$ cat config.mk
export PLATFORM = sky130hd
export DESIGN_NAME = rtc_time_pixel_gen
export DESIGN_NICKNAME = d
export VERILOG_FILES = /design/src/rtl/rtc_time_pixel_gen.sv
export SDC_FILE = /design/constraint.sdc
export NUM_CORES = 1
export LEC_CHECK = 0
export ABC_AREA = 1
export BUFFER_PORTS_ARGS = -buffer_cell sky130_fd_sc_hd__buf_4
export CAP_MARGIN = 0
export CORE_ASPECT_RATIO = 0.8
export CORE_MARGIN = 5
export CORE_UTILIZATION = 48
export CTS_CLUSTER_SIZE = 8
export DETAILED_ROUTE_END_ITERATION = 10
export PLACE_DENSITY_LB_ADDON = 0.1
export SLEW_MARGIN = 30
export SYNTH_ARGS = -nofsm -noshare
export SYNTH_HDL_FRONTEND = slang
export SYNTH_SLANG_ARGS = --single-unit
export TNS_END_PERCENT = 50
$ cat constraint.sdc
create_clock -name CLK -period 7.2 [get_ports CLK]
set_clock_uncertainty 0.15 [all_clocks]
set_input_delay 0.36 -clock CLK [delete_from_list [all_inputs] [get_ports CLK]]
set_output_delay 0.36 -clock CLK [all_outputs]
set_load 0.02 [all_outputs]
$ cat src/rtl/rtc_time_pixel_gen.sv
// rtc_time_pixel_gen
// Pixel generator placed after the 640x480 VGA sync generator. Draws the
// latched RTC time as "HH:MM:SS" using an 8x16 font scaled x4 inside a
// 256x64 text box, and blinks the field currently being edited.
// The pipeline has three stages, and each stage advances once per pixel
// enable (the rising edge of p_tick):
//   1) decode the position and register the syncs
//   2) select the glyph and read the font ROM
//   3) produce the colour
//
// Ports:
//   CLK              system clock (100 MHz)
//   RESET            asynchronous reset, active low
//   p_tick           25 MHz pixel tick level from the sync generator
//   pixel_X/pixel_Y  current scan position from the sync generator
//   sincro_*_in      active-low hsync/vsync from the sync generator
//   hora/min/seg_bcd time to display, BCD {tens,units}
//   edit_field       0 none, 1 hours, 2 minutes, 3 seconds (blinks)
//   rgb              RRRGGGBB pixel colour
//   sincro_horiz/_vert syncs delayed to line up with rgb
//
// Build option: define COLON_BLINK_EN to blink the colons
// (30 frames on, 30 frames off).
module rtc_time_pixel_gen #(
  parameter logic [9:0] TX0          = 10'd192,
  parameter logic [9:0] TY0          = 10'd208,
  parameter logic [7:0] FG_COLOR     = 8'h1C,
  parameter logic [7:0] BG_COLOR     = 8'h00,
  parameter int         BLINK_FRAMES = 15
) (
  input  logic       CLK,
  input  logic       RESET,
  input  logic       p_tick,
  input  logic [9:0] pixel_X,
  input  logic [9:0] pixel_Y,
  input  logic       sincro_horiz_in,
  input  logic       sincro_vert_in,
  input  logic [7:0] hora_bcd,
  input  logic [7:0] min_bcd,
  input  logic [7:0] seg_bcd,
  input  logic [1:0] edit_field,
  output logic [7:0] rgb,
  output logic       sincro_horiz,
  output logic       sincro_vert
);

  localparam int BW = $clog2(BLINK_FRAMES + 1);

  // Glyphs are drawn as seven-segment shapes. seg = {a,b,c,d,e,f,g}.
  // Code 10 is the colon; codes 11-15 are blank.
  function automatic logic [7:0] font_rom(input logic [3:0] code, input logic [3:0] row);
    logic [6:0] seg;
    logic [7:0] bits;
    seg  = 7'b0;
    bits = 8'h00;
    case (code)
      4'd0:    seg = 7'b1111110;
      4'd1:    seg = 7'b0110000;
      4'd2:    seg = 7'b1101101;
      4'd3:    seg = 7'b1111001;
      4'd4:    seg = 7'b0110011;
      4'd5:    seg = 7'b1011011;
      4'd6:    seg = 7'b1011111;
      4'd7:    seg = 7'b1110000;
      4'd8:    seg = 7'b1111111;
      4'd9:    seg = 7'b1111011;
      default: seg = 7'b0000000;
    endcase
    if (code == 4'd10) begin
      if (row == 4'd4 || row == 4'd5 || row == 4'd10 || row == 4'd11)
        bits = 8'h18;
    end else begin
      case (row)
        4'd1:                         bits = seg[6] ? 8'h3C : 8'h00;
        4'd2, 4'd3, 4'd4, 4'd5, 4'd6: bits = (seg[1] ? 8'h40 : 8'h00) | (seg[5] ? 8'h02 : 8'h00);
        4'd7:                         bits = seg[0] ? 8'h3C : 8'h00;
        4'd8, 4'd9, 4'd10, 4'd11,
        4'd12, 4'd13:                 bits = (seg[2] ? 8'h40 : 8'h00) | (seg[4] ? 8'h02 : 8'h00);
        4'd14:                        bits = seg[3] ? 8'h3C : 8'h00;
        default:                      bits = 8'h00;
      endcase
    end
    return bits;
  endfunction

  // Pixel enable
  logic p_tick_q;
  logic pe;
  assign pe = p_tick & ~p_tick_q;

  always_ff @(posedge CLK or negedge RESET) begin
    if (!RESET) p_tick_q <= 1'b0;
    else        p_tick_q <= p_tick;
  end

  // Stage 1: position decode
  logic [5:0] x_cell;
  logic [3:0] y_cell;
  logic       video_on_c;
  logic       in_box_c;

  always_comb begin
    x_cell     = 6'((pixel_X - TX0) >> 2);
    y_cell     = 4'((pixel_Y - TY0) >> 2);
    video_on_c = (pixel_X < 10'd640) && (pixel_Y < 10'd480);
    in_box_c   = ({1'b0, pixel_X} >= {1'b0, TX0}) &&
                 ({1'b0, pixel_X} <  {1'b0, TX0} + 11'd256) &&
                 ({1'b0, pixel_Y} >= {1'b0, TY0}) &&
                 ({1'b0, pixel_Y} <  {1'b0, TY0} + 11'd64);
  end

  logic       s1_video_on, s1_in_box, s1_hs, s1_vs;
  logic [2:0] s1_idx, s1_col;
  logic [3:0] s1_row;
  logic [1:0] s1_edit;

  // The sync stages reset to the inactive level (1). This keeps the
  // outputs from glitching low while the pipeline refills.
  always_ff @(posedge CLK or negedge RESET) begin
    if (!RESET) begin
      s1_video_on <= 1'b0;
      s1_in_box   <= 1'b0;
      s1_idx      <= 3'd0;
      s1_col      <= 3'd0;
      s1_row      <= 4'd0;
      s1_hs       <= 1'b1;
      s1_vs       <= 1'b1;
      s1_edit     <= 2'd0;
    end else if (pe) begin
      s1_video_on <= video_on_c;
      s1_in_box   <= in_box_c;
      s1_idx      <= x_cell[5:3];
      s1_col      <= x_cell[2:0];
      s1_row      <= y_cell;
      s1_hs       <= sincro_horiz_in;
      s1_vs       <= sincro_vert_in;
      s1_edit     <= edit_field;
    end
  end

  // s1_vs holds vsync from the previous pixel, so this detects the start of a frame.
  logic vs_fall;
  assign vs_fall = pe & s1_vs & ~sincro_vert_in;

  // Time latch and blink counter
  logic [7:0]    t_hora, t_min, t_seg;
  logic [1:0]    edit_q;
  logic [BW-1:0] blink_cnt;
  logic          blink_phase;
  logic          colon_phase;

  always_ff @(posedge CLK or negedge RESET) begin
    if (!RESET) begin
      t_hora <= 8'h00;
      t_min  <= 8'h00;
      t_seg  <= 8'h00;
    end else if (vs_fall) begin
      t_hora <= hora_bcd;
      t_min  <= min_bcd;
      t_seg  <= seg_bcd;
    end
  end

  // Changing the selected field restarts the blink, so the new field shows at once.
  always_ff @(posedge CLK or negedge RESET) begin
    if (!RESET) begin
      edit_q      <= 2'd0;
      blink_cnt   <= '0;
      blink_phase <= 1'b0;
    end else begin
      edit_q <= edit_field;
      if (edit_field != edit_q) begin
        blink_cnt   <= '0;
        blink_phase <= 1'b0;
      end else if (vs_fall) begin
        if (blink_cnt == BW'(BLINK_FRAMES - 1)) begin
          blink_cnt   <= '0;
          blink_phase <= ~blink_phase;
        end else begin
          blink_cnt <= blink_cnt + BW'(1);
        end
      end
    end
  end

`ifdef COLON_BLINK_EN
  logic [4:0] colon_cnt;
  always_ff @(posedge CLK or negedge RESET) begin
    if (!RESET) begin
      colon_cnt   <= 5'd0;
      colon_phase <= 1'b0;
    end else if (vs_fall) begin
      if (colon_cnt == 5'd29) begin
        colon_cnt   <= 5'd0;
        colon_phase <= ~colon_phase;
      end else begin
        colon_cnt <= colon_cnt + 5'd1;
      end
    end
  end
`else
  assign colon_phase = 1'b0;
`endif

  // Stage 2: glyph select and font read
  logic [3:0] nib, code_c;
  logic [1:0] fld;
  logic       is_colon, hide_c;

  always_comb begin
    nib      = 4'd0;
    fld      = 2'd0;
    is_colon = 1'b0;
    case (s1_idx)
      3'd0:    begin nib = t_hora[7:4]; fld = 2'd1; end
      3'd1:    begin nib = t_hora[3:0]; fld = 2'd1; end
      3'd3:    begin nib = t_min[7:4];  fld = 2'd2; end
      3'd4:    begin nib = t_min[3:0];  fld = 2'd2; end
      3'd6:    begin nib = t_seg[7:4];  fld = 2'd3; end
      3'd7:    begin nib = t_seg[3:0];  fld = 2'd3; end
      default: is_colon = 1'b1;
    endcase
    code_c = is_colon ? 4'd10 : ((nib > 4'd9) ? 4'd15 : nib);
    hide_c = (blink_phase && !is_colon && (s1_edit != 2'd0) && (s1_edit == fld)) ||
             (is_colon && colon_phase);
  end

  logic [7:0] s2_rom;
  logic [2:0] s2_col;
  logic       s2_video_on, s2_in_box, s2_hide, s2_hs, s2_vs;

  always_ff @(posedge CLK or negedge RESET) begin
    if (!RESET) begin
      s2_rom      <= 8'h00;
      s2_col      <= 3'd0;
      s2_video_on <= 1'b0;
      s2_in_box   <= 1'b0;
      s2_hide     <= 1'b0;
      s2_hs       <= 1'b1;
      s2_vs       <= 1'b1;
    end else if (pe) begin
      s2_rom      <= font_rom(code_c, s1_row);
      s2_col      <= s1_col;
      s2_video_on <= s1_video_on;
      s2_in_box   <= s1_in_box;
      s2_hide     <= hide_c;
      s2_hs       <= s1_hs;
      s2_vs       <= s1_vs;
    end
  end

  // Stage 3: colour. Column 0 is the MSB of the font row.
  always_ff @(posedge CLK or negedge RESET) begin
    if (!RESET) begin
      rgb          <= 8'h00;
      sincro_horiz <= 1'b1;
      sincro_vert  <= 1'b1;
    end else if (pe) begin
      if (!s2_video_on)
        rgb <= 8'h00;
      else if (s2_in_box && s2_rom[3'd7 - s2_col] && !s2_hide)
        rgb <= FG_COLOR;
      else
        rgb <= BG_COLOR;
      sincro_horiz <= s2_hs;
      sincro_vert  <= s2_vs;
    end
  end

endmodule
==> impl_results.html, run 1 <==
<table>
<tr><th>Metric</th><th>Value</th></tr>
<tr><th colspan="2">Run status</th></tr>
<tr><td>Outcome</td><td>finished, final reports clean</td></tr>
<tr><th colspan="2">STA</th></tr>
<tr><td>Fin Setup TNS</td><td>0 ps</td></tr>
<tr><td>Hold Fails Final Rpt</td><td>0</td></tr>
<tr><td>Shortest period the worst path allows</td><td>2970 ps</td></tr>
<tr><td>Setup repair after global routing missed its margin</td><td>false</td></tr>
<tr><td>Final setup viols</td><td>0</td></tr>
<tr><td>Final critical-path share of the clock period</td><td>0.412</td></tr>
<tr><td>Worst relative slew slack</td><td>0.477</td></tr>
<tr><td>Slew Limit Fails</td><td>0</td></tr>
<tr><td>Transition time at the pin with the least slew margin</td><td>785 ps</td></tr>
<tr><td>Max Freq</td><td>337 MHz</td></tr>
<tr><td>Final hold slack</td><td>57.9 ps</td></tr>
<tr><th colspan="2">Synth</th></tr>
<tr><td>Fraction of the yosys area taken by sequential cells</td><td>0.479</td></tr>
<tr><td>Count of flip-flops with a built-in enable after synthesis</td><td>0</td></tr>
<tr><td>Synth async-reset ratio</td><td>1.00</td></tr>
<tr><td>Post-synthesis cell type with the largest combined area</td><td>sky130_fd_sc_hd__dfrtp_1</td></tr>
<tr><td>Post-synth design cell area</td><td>0.00331 mm²</td></tr>
<tr><td>Yosys reg bits</td><td>63</td></tr>
<tr><td>Number of distinct library cell variants in the gate-level netlist after synthesis</td><td>33</td></tr>
<tr><td>Synthesized area per cell</td><td>7.68 µm²</td></tr>
<tr><td>Gate count of the mapped netlist</td><td>431</td></tr>
<tr><td>Cell types with the largest area share after synthesis</td><td>sky130_fd_sc_hd__dfrtp_1 43%, sky130_fd_sc_hd__nand2_1 18%, sky130_fd_sc_hd__o21ai_0 5.3%, sky130_fd_sc_hd__inv_1 5.2%, sky130_fd_sc_hd__dfstp_2 4.8%</td></tr>
<tr><td>Area share of the leading cell type in the synthesized netlist</td><td>0.431</td></tr>
<tr><td>Synth warnings</td><td>0</td></tr>
<tr><td>Most common flop cell mapped by yosys</td><td>sky130_fd_sc_hd__dfrtp_1</td></tr>
<tr><th colspan="2">GRT</th></tr>
<tr><td>Maximum number of pins on one net before global-route repair</td><td>64</td></tr>
<tr><td>Total routing usage reported by global routing</td><td>0.185</td></tr>
<tr><td>Number of global-route vias before repair</td><td>2764</td></tr>
<tr><td>Remaining global-route overflow</td><td>0</td></tr>
<tr><td>Antenna violations before repair</td><td>0</td></tr>
<tr><td>First-pass GRT wire length</td><td>12800 µm</td></tr>
<tr><th colspan="2">Drt</th></tr>
<tr><td>Final routed wirelength across all metal layers</td><td>7250 µm</td></tr>
<tr><td>DR vias/cell</td><td>4.90</td></tr>
<tr><td>Count of nets left with antenna violations after detail routing</td><td>0</td></tr>
<tr><td>DRC violation total after the first TritonRoute iteration</td><td>119</td></tr>
<tr><td>First drt pass iteration count</td><td>5</td></tr>
<tr><td>Overall via count from detail_route</td><td>2832</td></tr>
<tr><td>Total DRC errors in the routed layout</td><td>0</td></tr>
<tr><td>Average wire length per cell after detail routing</td><td>12.5 µm</td></tr>
<tr><th colspan="2">Cells and area</th></tr>
<tr><td>Fraction of final layout cells with drive strength greater than 1</td><td>0.189</td></tr>
<tr><td>Layout area overhead</td><td>19.5%</td></tr>
<tr><td>Nets</td><td>546</td></tr>
<tr><td>Most frequent standard cell in the layout excluding fill and tap cells</td><td>sky130_fd_sc_hd__nand2_1</td></tr>
<tr><td>ANT cells</td><td>0</td></tr>
<tr><td>Area occupied by registers</td><td>0.00158 mm²</td></tr>
<tr><td>Most frequent cells in the layout</td><td>161 x sky130_fd_sc_hd__nand2_1, 57 x sky130_fd_sc_hd__dfrtp_1, 55 x sky130_fd_sc_hd__buf_4, 46 x sky130_fd_sc_hd__inv_1, 35 x sky130_fd_sc_hd__o21ai_0</td></tr>
<tr><td>Area occupied by multi-input gates</td><td>0.00145 mm²</td></tr>
<tr><td>Fill cell total of the finished layout</td><td>645</td></tr>
<tr><th colspan="2">Placed design</th></tr>
<tr><td>I/O Buffers</td><td>53</td></tr>
<tr><td>Half-perimeter wire length after placement</td><td>5240 µm</td></tr>
<tr><td>Weighted congestion at the end of routability-driven global placement</td><td>0.838</td></tr>
<tr><th colspan="2">Clocking</th></tr>
<tr><td>Clock tree from TritonCTS</td><td>yes</td></tr>
<tr><td>Buffer type at the clock tree root</td><td>sky130_fd_sc_hd__clkbuf_8</td></tr>
<tr><td>Number of H-tree levels</td><td>3</td></tr>
<tr><td>Total CTS buffers</td><td>9</td></tr>
<tr><td>Clock-pin slew reported for the worst setup and hold paths after clock tree synthesis</td><td>70 ps</td></tr>
<tr><td>Maximum clock insertion buffer count</td><td>2</td></tr>
<tr><td>Latest clock arrival within the worst-skew pair</td><td>350 ps</td></tr>
<tr><td>Count of clock tree sinks</td><td>63</td></tr>
<tr><td>Buffers inserted by post-CTS timing repair</td><td>0</td></tr>
<tr><th colspan="2">Power and ir drop</th></tr>
<tr><td>Switching Power</td><td>365 µW</td></tr>
<tr><td>Clock power frac</td><td>0.265</td></tr>
<tr><td>Gate power share</td><td>0.272</td></tr>
<tr><td>Switching power as a share of total power</td><td>0.357</td></tr>
<tr><td>Overall power of the completed layout</td><td>1020 µW</td></tr>
<tr><td>Pint</td><td>657 µW</td></tr>
<tr><td>Static leakage</td><td>0.00206 µW</td></tr>
<tr><td>Peak ir drop on the vdd network</td><td>0.000145 V</td></tr>
<tr><td>P per Cell Area</td><td>259 mW/mm²</td></tr>
<tr><td>Portion of total power attributed to sequential cells</td><td>0.463</td></tr>
<tr><th colspan="2">Floorplanning</th></tr>
<tr><td>Die Y-Extent</td><td>84.3 µm</td></tr>
<tr><td>Die area</td><td>0.00867 mm²</td></tr>
<tr><td>Top-Level Pins</td><td>61</td></tr>
<tr><td>Placeable core region</td><td>0.00679 mm²</td></tr>
<tr><td>Site Rows</td><td>27</td></tr>
<tr><td>Initial core utilization</td><td>0.487</td></tr>
<tr><td>Die X-Extent</td><td>103 µm</td></tr>
<tr><th colspan="2">Worst setup path</th></tr>
<tr><td>Worst setup path category</td><td>reg -&gt; reg</td></tr>
<tr><td>Data arrival, critical path</td><td>3100 ps</td></tr>
<tr><td>Crit path max fanout</td><td>12</td></tr>
<tr><td>Worst setup EP type</td><td>flip-flop</td></tr>
<tr><td>Req. time, crit path</td><td>7340 ps</td></tr>
<tr><td>CP startpoint kind</td><td>flip-flop</td></tr>
<tr><th colspan="2">Hold path</th></tr>
<tr><td>Class of the worst hold path</td><td>in -&gt; reg</td></tr>
<tr><th colspan="2">Job</th></tr>
<tr><td>MaxCap Viol Count</td><td>0</td></tr>
</table>
## registers in the layout, indices dropped and copies added, names as in the netlist, 3 cells and up
register and cells:
s1_col 3, s2_col 3, s2_rom 4, t_hora 8, s1_idx 3, t_seg 8
t_min 8, s1_row 4, blink_cnt 4
## what timing repair did
action                                 4_1_cts  5_1_grt
endpoints found under the hold margin       60        0
resized for setup                            0        0
hold buffers                                 4        0
## synthesized netlist by cell type (all sizes together) (4+ instances only)
| library cell | count |
|---|---|
| clkbuf | 7 |
| buf | 12 |
| a21oi | 12 |
| nand2 | 162 |
| nand3 | 22 |
| inv | 51 |
| dfrtp | 57 |
| ha | 9 |
| nor3 | 5 |
| o21ai | 36 |
| o211ai | 4 |
| dfstp | 6 |
| nor2 | 26 |
| nand4 | 5 |
## power by group through the flow
stage | Combinational [µW] | Clock, µW | Sequential (µW)
CTS | 280 | 281 | 472
detailed placement | 278 | 0 | 478
global placement | 268 | 0 | 476
global route | 325 | 296 | 482
floorplan | 208 | 0 | 462
finish | 278 | 271 | 473
## cell families (layout without fill, tap and decap cells)
family / after synthesis / after routing / share of synthesized area
AND/OR/NAND/NOR: 224 / 224 / 0.282
AO/OA/AOI/OAI: 63 / 63 / 0.111
buffers and inverters: 70 / 126 / 0.0907
flip-flops: 63 / 63 / 0.479
adder cells (fa/ha/maj): 9 / 9 / 0.0340
XOR/XNOR: 1 / 1 / 0.00265
other: 1 / 5 / 0.00113
## worst paths after layout
check,start,to,slack [ps],depth (start not counted)
setup / recovery,s1_idx[2],s2_rom[4],4230,22
hold reg to reg,s1_vs,s1_vs,320,2
setup reg to reg,s1_idx[2],s2_rom[4],4230,22
max in group asynchronous,RESET,s1_col[2],5900,2
hold / removal,pixel_X[3],s1_col[1],60,3
min in group asynchronous,RESET,blink_cnt[2],490,2
## through the flow
| step | util | cell area [µm²] | setup slack (ps) | instances |
|---|---|---|---|---|
| after floorplan | - | 3320 | 4730 | 435 |
| after global placement | 0.551 | 3740 | 4300 | 558 |
| after detailed placement | 0.551 | 3740 | 4230 | 558 |
| after CTS | 0.582 | 3960 | 4200 | 578 |
| after global routing | 0.582 | 3960 | 3770 | 578 |
| final | 0.582 | 3960 | 4230 | 578 |
## per-layer routing
| layer | part of all wire | vias up | GRT usage |
|---|---|---|---|
| met2 | 0.45 | 50 | 0.274 |
| li1 | - | 1467 | - |
| met3 | 0.050 | 6 | 0.0532 |
| met4 | 0.0094 | 0 | 0.0529 |
| met5 | 0 | - | 0 |
| met1 | 0.49 | 1309 | 0.266 |
## worst max-delay path, cell delays in order (launching register included)
cell and delay, ps:
sky130_fd_sc_hd__dfrtp_1 520, sky130_fd_sc_hd__inv_1 210, sky130_fd_sc_hd__nand2_1 140, sky130_fd_sc_hd__nor2_2 160, sky130_fd_sc_hd__nand2_1 60, sky130_fd_sc_hd__nand2_1 60, sky130_fd_sc_hd__inv_1 40, sky130_fd_sc_hd__nand2_1 100
sky130_fd_sc_hd__inv_1 50, sky130_fd_sc_hd__nand2_1 80, sky130_fd_sc_hd__inv_2 40, sky130_fd_sc_hd__o21ai_0 310, sky130_fd_sc_hd__inv_1 110, sky130_fd_sc_hd__ha_1 300, sky130_fd_sc_hd__inv_1 80, sky130_fd_sc_hd__nand2_1 50
sky130_fd_sc_hd__nand2_1 60, sky130_fd_sc_hd__nand3_1 60, sky130_fd_sc_hd__nand3_1 90, sky130_fd_sc_hd__nand2_1 70, sky130_fd_sc_hd__nand2_1 60, sky130_fd_sc_hd__nand2_1 50, sky130_fd_sc_hd__nand2_1 60
## cell type report
| class | count | area share |
|---|---|---|
| Multi-Input combinational cell | 302 | 0.365 |
| Sequential cell | 63 | 0.401 |
| Tap cell | 87 | 0.0275 |
| Clock inverter | 7 | 0.0123 |
| Timing Repair Buffer | 59 | 0.115 |
| Inverter | 51 | 0.0484 |
| Clock buffer | 9 | 0.0313 |
No activity file was read; power rests on OpenSTA's default activity.
==> inputs of run 2 (changes only) <==
--- a/config.mk
+++ b/config.mk
@@ -5,7 +5,7 @@
 export SDC_FILE = /design/constraint.sdc
 export NUM_CORES = 1
 export LEC_CHECK = 0
-export ABC_AREA = 1
+export ABC_AREA = 0
 export BUFFER_PORTS_ARGS = -buffer_cell sky130_fd_sc_hd__buf_4
 export CAP_MARGIN = 0
 export CORE_ASPECT_RATIO = 0.8
==> constraint.sdc (replaced) <==
create_clock -name CLK -period 3.05 [get_ports CLK]
set_clock_uncertainty 0.15 [all_clocks]
set_input_delay 0.1525 -clock CLK [delete_from_list [all_inputs] [get_ports CLK]]
set_output_delay 0.1525 -clock CLK [all_outputs]
set_load 0.02 [all_outputs]
==> run 2 against run 1 <==
Count of clock-buffer cells in the layout up 2. Combinational power rose to 2.5 times the previous value. Worst hold slack worse by 16 ps. Utilization up 6.4 points. Fmax up 8.0%. Non-clock buffer count up 45. Sequential power up 130%. Critical path type unchanged. Critical endpoint unchanged.
==> impl_results.html, run 2 <==
<table>
<tr><th>Metric</th><th>Value</th></tr>
<tr><th colspan="2">Drt</th></tr>
<tr><td>Count of nets left with antenna violations after detail routing</td><td>0</td></tr>
<tr><td>Final routed wirelength across all metal layers</td><td>7350 µm</td></tr>
<tr><td>First drt pass iteration count</td><td>4</td></tr>
<tr><td>Average wire length per cell after detail routing</td><td>13.0 µm</td></tr>
<tr><td>Total DRC errors in the routed layout</td><td>0</td></tr>
<tr><td>DRC violation total after the first TritonRoute iteration</td><td>167</td></tr>
<tr><td>Overall via count from detail_route</td><td>2809</td></tr>
<tr><td>DR vias/cell</td><td>4.95</td></tr>
<tr><th colspan="2">Clocking</th></tr>
<tr><td>Count of clock tree sinks</td><td>63</td></tr>
<tr><td>Buffers inserted by post-CTS timing repair</td><td>0</td></tr>
<tr><td>Maximum clock insertion buffer count</td><td>2</td></tr>
<tr><td>Total CTS buffers</td><td>9</td></tr>
<tr><td>Number of H-tree levels</td><td>3</td></tr>
<tr><td>Clock-pin slew reported for the worst setup and hold paths after clock tree synthesis</td><td>70 ps</td></tr>
<tr><td>Latest clock arrival within the worst-skew pair</td><td>340 ps</td></tr>
<tr><td>Clock tree from TritonCTS</td><td>yes</td></tr>
<tr><td>Buffer type at the clock tree root</td><td>sky130_fd_sc_hd__clkbuf_8</td></tr>
<tr><th colspan="2">Worst setup path</th></tr>
<tr><td>Worst reg2reg setup slack</td><td>300 ps</td></tr>
<tr><td>Worst setup EP type</td><td>flip-flop</td></tr>
<tr><td>Reg-to-reg critical path startpoint</td><td>s1_idx[1]</td></tr>
<tr><td>CP startpoint kind</td><td>flip-flop</td></tr>
<tr><td>Req. time, crit path</td><td>3100 ps</td></tr>
<tr><td>Crit path max fanout</td><td>13</td></tr>
<tr><td>Worst reg2reg path depth</td><td>10</td></tr>
<tr><td>Data arrival, critical path</td><td>2800 ps</td></tr>
<tr><td>Critical path startpoint</td><td>s1_idx[1]</td></tr>
<tr><td>End point of the critical path</td><td>s2_rom[4]</td></tr>
<tr><td>RR Endpoint</td><td>s2_rom[4]</td></tr>
<tr><td>Worst setup path category</td><td>reg -&gt; reg</td></tr>
<tr><th colspan="2">Cells and area</th></tr>
<tr><td>Top Registers</td><td>t_hora (8), t_min (8), t_seg (8)</td></tr>
<tr><td>Nets</td><td>535</td></tr>
<tr><td>Most frequent cells in the layout</td><td>157 x sky130_fd_sc_hd__nand2_1, 63 x sky130_fd_sc_hd__buf_4, 56 x sky130_fd_sc_hd__dfrtp_1, 41 x sky130_fd_sc_hd__dlygate4sd3_1, 13 x sky130_fd_sc_hd__o21ai_0</td></tr>
<tr><td>Fill cell total of the finished layout</td><td>582</td></tr>
<tr><td>Most frequent standard cell in the layout excluding fill and tap cells</td><td>sky130_fd_sc_hd__nand2_1</td></tr>
<tr><td>Layout area overhead</td><td>31.9%</td></tr>
<tr><td>ANT cells</td><td>0</td></tr>
<tr><td>Fraction of final layout cells with drive strength greater than 1</td><td>0.210</td></tr>
<tr><th colspan="2">Power and ir drop</th></tr>
<tr><td>Static leakage</td><td>0.00218 µW</td></tr>
<tr><td>Peak ir drop on the vdd network</td><td>0.000405 V</td></tr>
<tr><td>P per Cell Area</td><td>589 mW/mm²</td></tr>
<tr><th colspan="2">Synth</th></tr>
<tr><td>Cell types with the largest area share after synthesis</td><td>sky130_fd_sc_hd__dfrtp_1 42%, sky130_fd_sc_hd__nand2_1 18%, sky130_fd_sc_hd__dfstp_2 4.7%, sky130_fd_sc_hd__mux2i_1 3.6%, sky130_fd_sc_hd__ha_1 3.4%</td></tr>
<tr><td>Count of flip-flops with a built-in enable after synthesis</td><td>0</td></tr>
<tr><td>Number of distinct library cell variants in the gate-level netlist after synthesis</td><td>57</td></tr>
<tr><td>Synthesized area per cell</td><td>8.82 µm²</td></tr>
<tr><td>Most common flop cell mapped by yosys</td><td>sky130_fd_sc_hd__dfrtp_1</td></tr>
<tr><td>Yosys reg bits</td><td>63</td></tr>
<tr><td>Area share of the leading cell type in the synthesized netlist</td><td>0.425</td></tr>
<tr><td>Post-synth design cell area</td><td>0.00336 mm²</td></tr>
<tr><td>Most repeated cell in the gate-level netlist after synthesis</td><td>sky130_fd_sc_hd__nand2_1</td></tr>
<tr><td>Gate count of the mapped netlist</td><td>381</td></tr>
<tr><td>Synth warnings</td><td>0</td></tr>
<tr><td>Most frequent cells after synthesis</td><td>157 x sky130_fd_sc_hd__nand2_1, 57 x sky130_fd_sc_hd__dfrtp_1, 13 x sky130_fd_sc_hd__o21ai_0</td></tr>
<tr><td>Fraction of the yosys area taken by sequential cells</td><td>0.472</td></tr>
<tr><td>Post-synthesis cell type with the largest combined area</td><td>sky130_fd_sc_hd__dfrtp_1</td></tr>
<tr><td>Synth async-reset ratio</td><td>1.00</td></tr>
<tr><th colspan="2">STA</th></tr>
<tr><td>Final critical-path share of the clock period</td><td>0.901</td></tr>
<tr><td>Max Freq</td><td>364 MHz</td></tr>
<tr><td>Fin Setup TNS</td><td>0 ps</td></tr>
<tr><td>Slew Limit Fails</td><td>0</td></tr>
<tr><td>Hold Fails Final Rpt</td><td>0</td></tr>
<tr><td>Worst relative slew slack</td><td>0.476</td></tr>
<tr><td>Shortest period the worst path allows</td><td>2750 ps</td></tr>
<tr><td>Setup repair after global routing missed its margin</td><td>false</td></tr>
<tr><td>Final setup viols</td><td>0</td></tr>
<tr><td>Setup slack after layout</td><td>302 ps</td></tr>
<tr><td>Transition time at the pin with the least slew margin</td><td>786 ps</td></tr>
<tr><th colspan="2">GRT</th></tr>
<tr><td>Maximum number of pins on one net before global-route repair</td><td>64</td></tr>
<tr><td>Remaining global-route overflow</td><td>0</td></tr>
<tr><td>Total routing usage reported by global routing</td><td>0.177</td></tr>
<tr><td>First-pass GRT wire length</td><td>12900 µm</td></tr>
<tr><td>Number of global-route vias before repair</td><td>2776</td></tr>
<tr><td>Antenna violations before repair</td><td>0</td></tr>
<tr><th colspan="2">Floorplanning</th></tr>
<tr><td>Top-Level Pins</td><td>61</td></tr>
<tr><td>Die Y-Extent</td><td>84.8 µm</td></tr>
<tr><td>Initial core utilization</td><td>0.490</td></tr>
<tr><td>Die area</td><td>0.00878 mm²</td></tr>
<tr><td>Site Rows</td><td>27</td></tr>
<tr><td>Placeable core region</td><td>0.00686 mm²</td></tr>
<tr><td>Die X-Extent</td><td>104 µm</td></tr>
<tr><th colspan="2">Placed design</th></tr>
<tr><td>Weighted congestion at the end of routability-driven global placement</td><td>0.855</td></tr>
<tr><td>Half-perimeter wire length after placement</td><td>4820 µm</td></tr>
<tr><td>Post-Place Worst Slack</td><td>182 ps</td></tr>
<tr><td>I/O Buffers</td><td>53</td></tr>
<tr><th colspan="2">Job</th></tr>
<tr><td>MaxCap Viol Count</td><td>0</td></tr>
<tr><th colspan="2">Run status</th></tr>
<tr><td>Outcome</td><td>finished, final reports clean</td></tr>
<tr><th colspan="2">Hold path</th></tr>
<tr><td>Class of the worst hold path</td><td>in -&gt; reg</td></tr>
</table>
run 2: logic make-up (layout without fill, tap and decap cells):
logic type	after synthesis	in the layout	share of synthesized area
simple gates	208	208	0.269
flops	63	63	0.472
compound gates	45	45	0.0931
buf+inv	35	130	0.0629
mux	15	15	0.0559
fa+ha+maj	9	9	0.0335
xor+xnor	5	5	0.0130
other cells	1	5	0.00112
run 2: how the worst min path moves through the flow:
stage,startpoint,end,slack [ps],depth (start not counted)
6_report,pixel_X[7],s1_idx[2],40,4
5_1_grt,pixel_X[7],s1_idx[2],60,4
4_1_cts,pixel_X[7],s1_idx[2],20,4
3_5_place_dp,p_tick,p_tick_q,130,1
3_3_place_gp,p_tick,p_tick_q,130,1
2_1_floorplan,RESET,blink_cnt[0],-290,0
run 2: final cells by class:
| cell class | count | area (µm²) | share of cell area |
|---|---|---|---|
| multi-input cells | 287 | 1590 | 0.359 |
| well taps | 87 | 109 | 0.0246 |
| repair buffers | 104 | 883 | 0.199 |
| flip-flops and latches | 63 | 1590 | 0.358 |
| clock inverters | 5 | 81.3 | 0.0184 |
| clock buffers | 11 | 141 | 0.0319 |
| inverters | 10 | 38.8 | 0.00875 |
run 2: through the flow:
step                      hold WS (ps)  cell area (µm²)  utilization  total power, µW  instances
final                             42.0             4430        0.646             2610        567
after CTS                         22.0             4420        0.644             2630        567
after global routing              58.9             4430        0.646             2790        567
after floorplan                   -293             3370            -             1580        385
after global placement             130             3790        0.552             1760        510
after detailed placement           132             3790        0.552             1770        510
run 2: per-layer routing:
metal	GRT usage	vias up	share of wire
met5	0	-	0
met4	0.0441	0	0.0092
met3	0.0464	8	0.032
met2	0.281	37	0.47
met1	0.243	1322	0.49
li1	-	1442	-
run 2: report_power, final:
group	total [µW]	switching (µW)	internal [µW]
Combinational	697	351	346
Clock	802	320	483
Sequential	1110	119	994
run 2: worst max-delay path: stages, from the launching register on:
cell and delay (ps):
sky130_fd_sc_hd__dfrtp_2 550, sky130_fd_sc_hd__mux2i_1 330, sky130_fd_sc_hd__o32ai_4 180, sky130_fd_sc_hd__or2_2 340, sky130_fd_sc_hd__nand2_1 80, sky130_fd_sc_hd__and2_1 170
sky130_fd_sc_hd__ha_1 260, sky130_fd_sc_hd__o22ai_1 110, sky130_fd_sc_hd__mux2i_1 140, sky130_fd_sc_hd__a31o_1 190, sky130_fd_sc_hd__o221ai_1 110
run 2: timing repair:
item | 4_1_cts | 5_1_grt
gates resized for setup | 0 | 2
endpoints found under the setup margin | 0 | 2
hold buffers | 41 | 0
endpoints found under the hold margin | 98 | 0
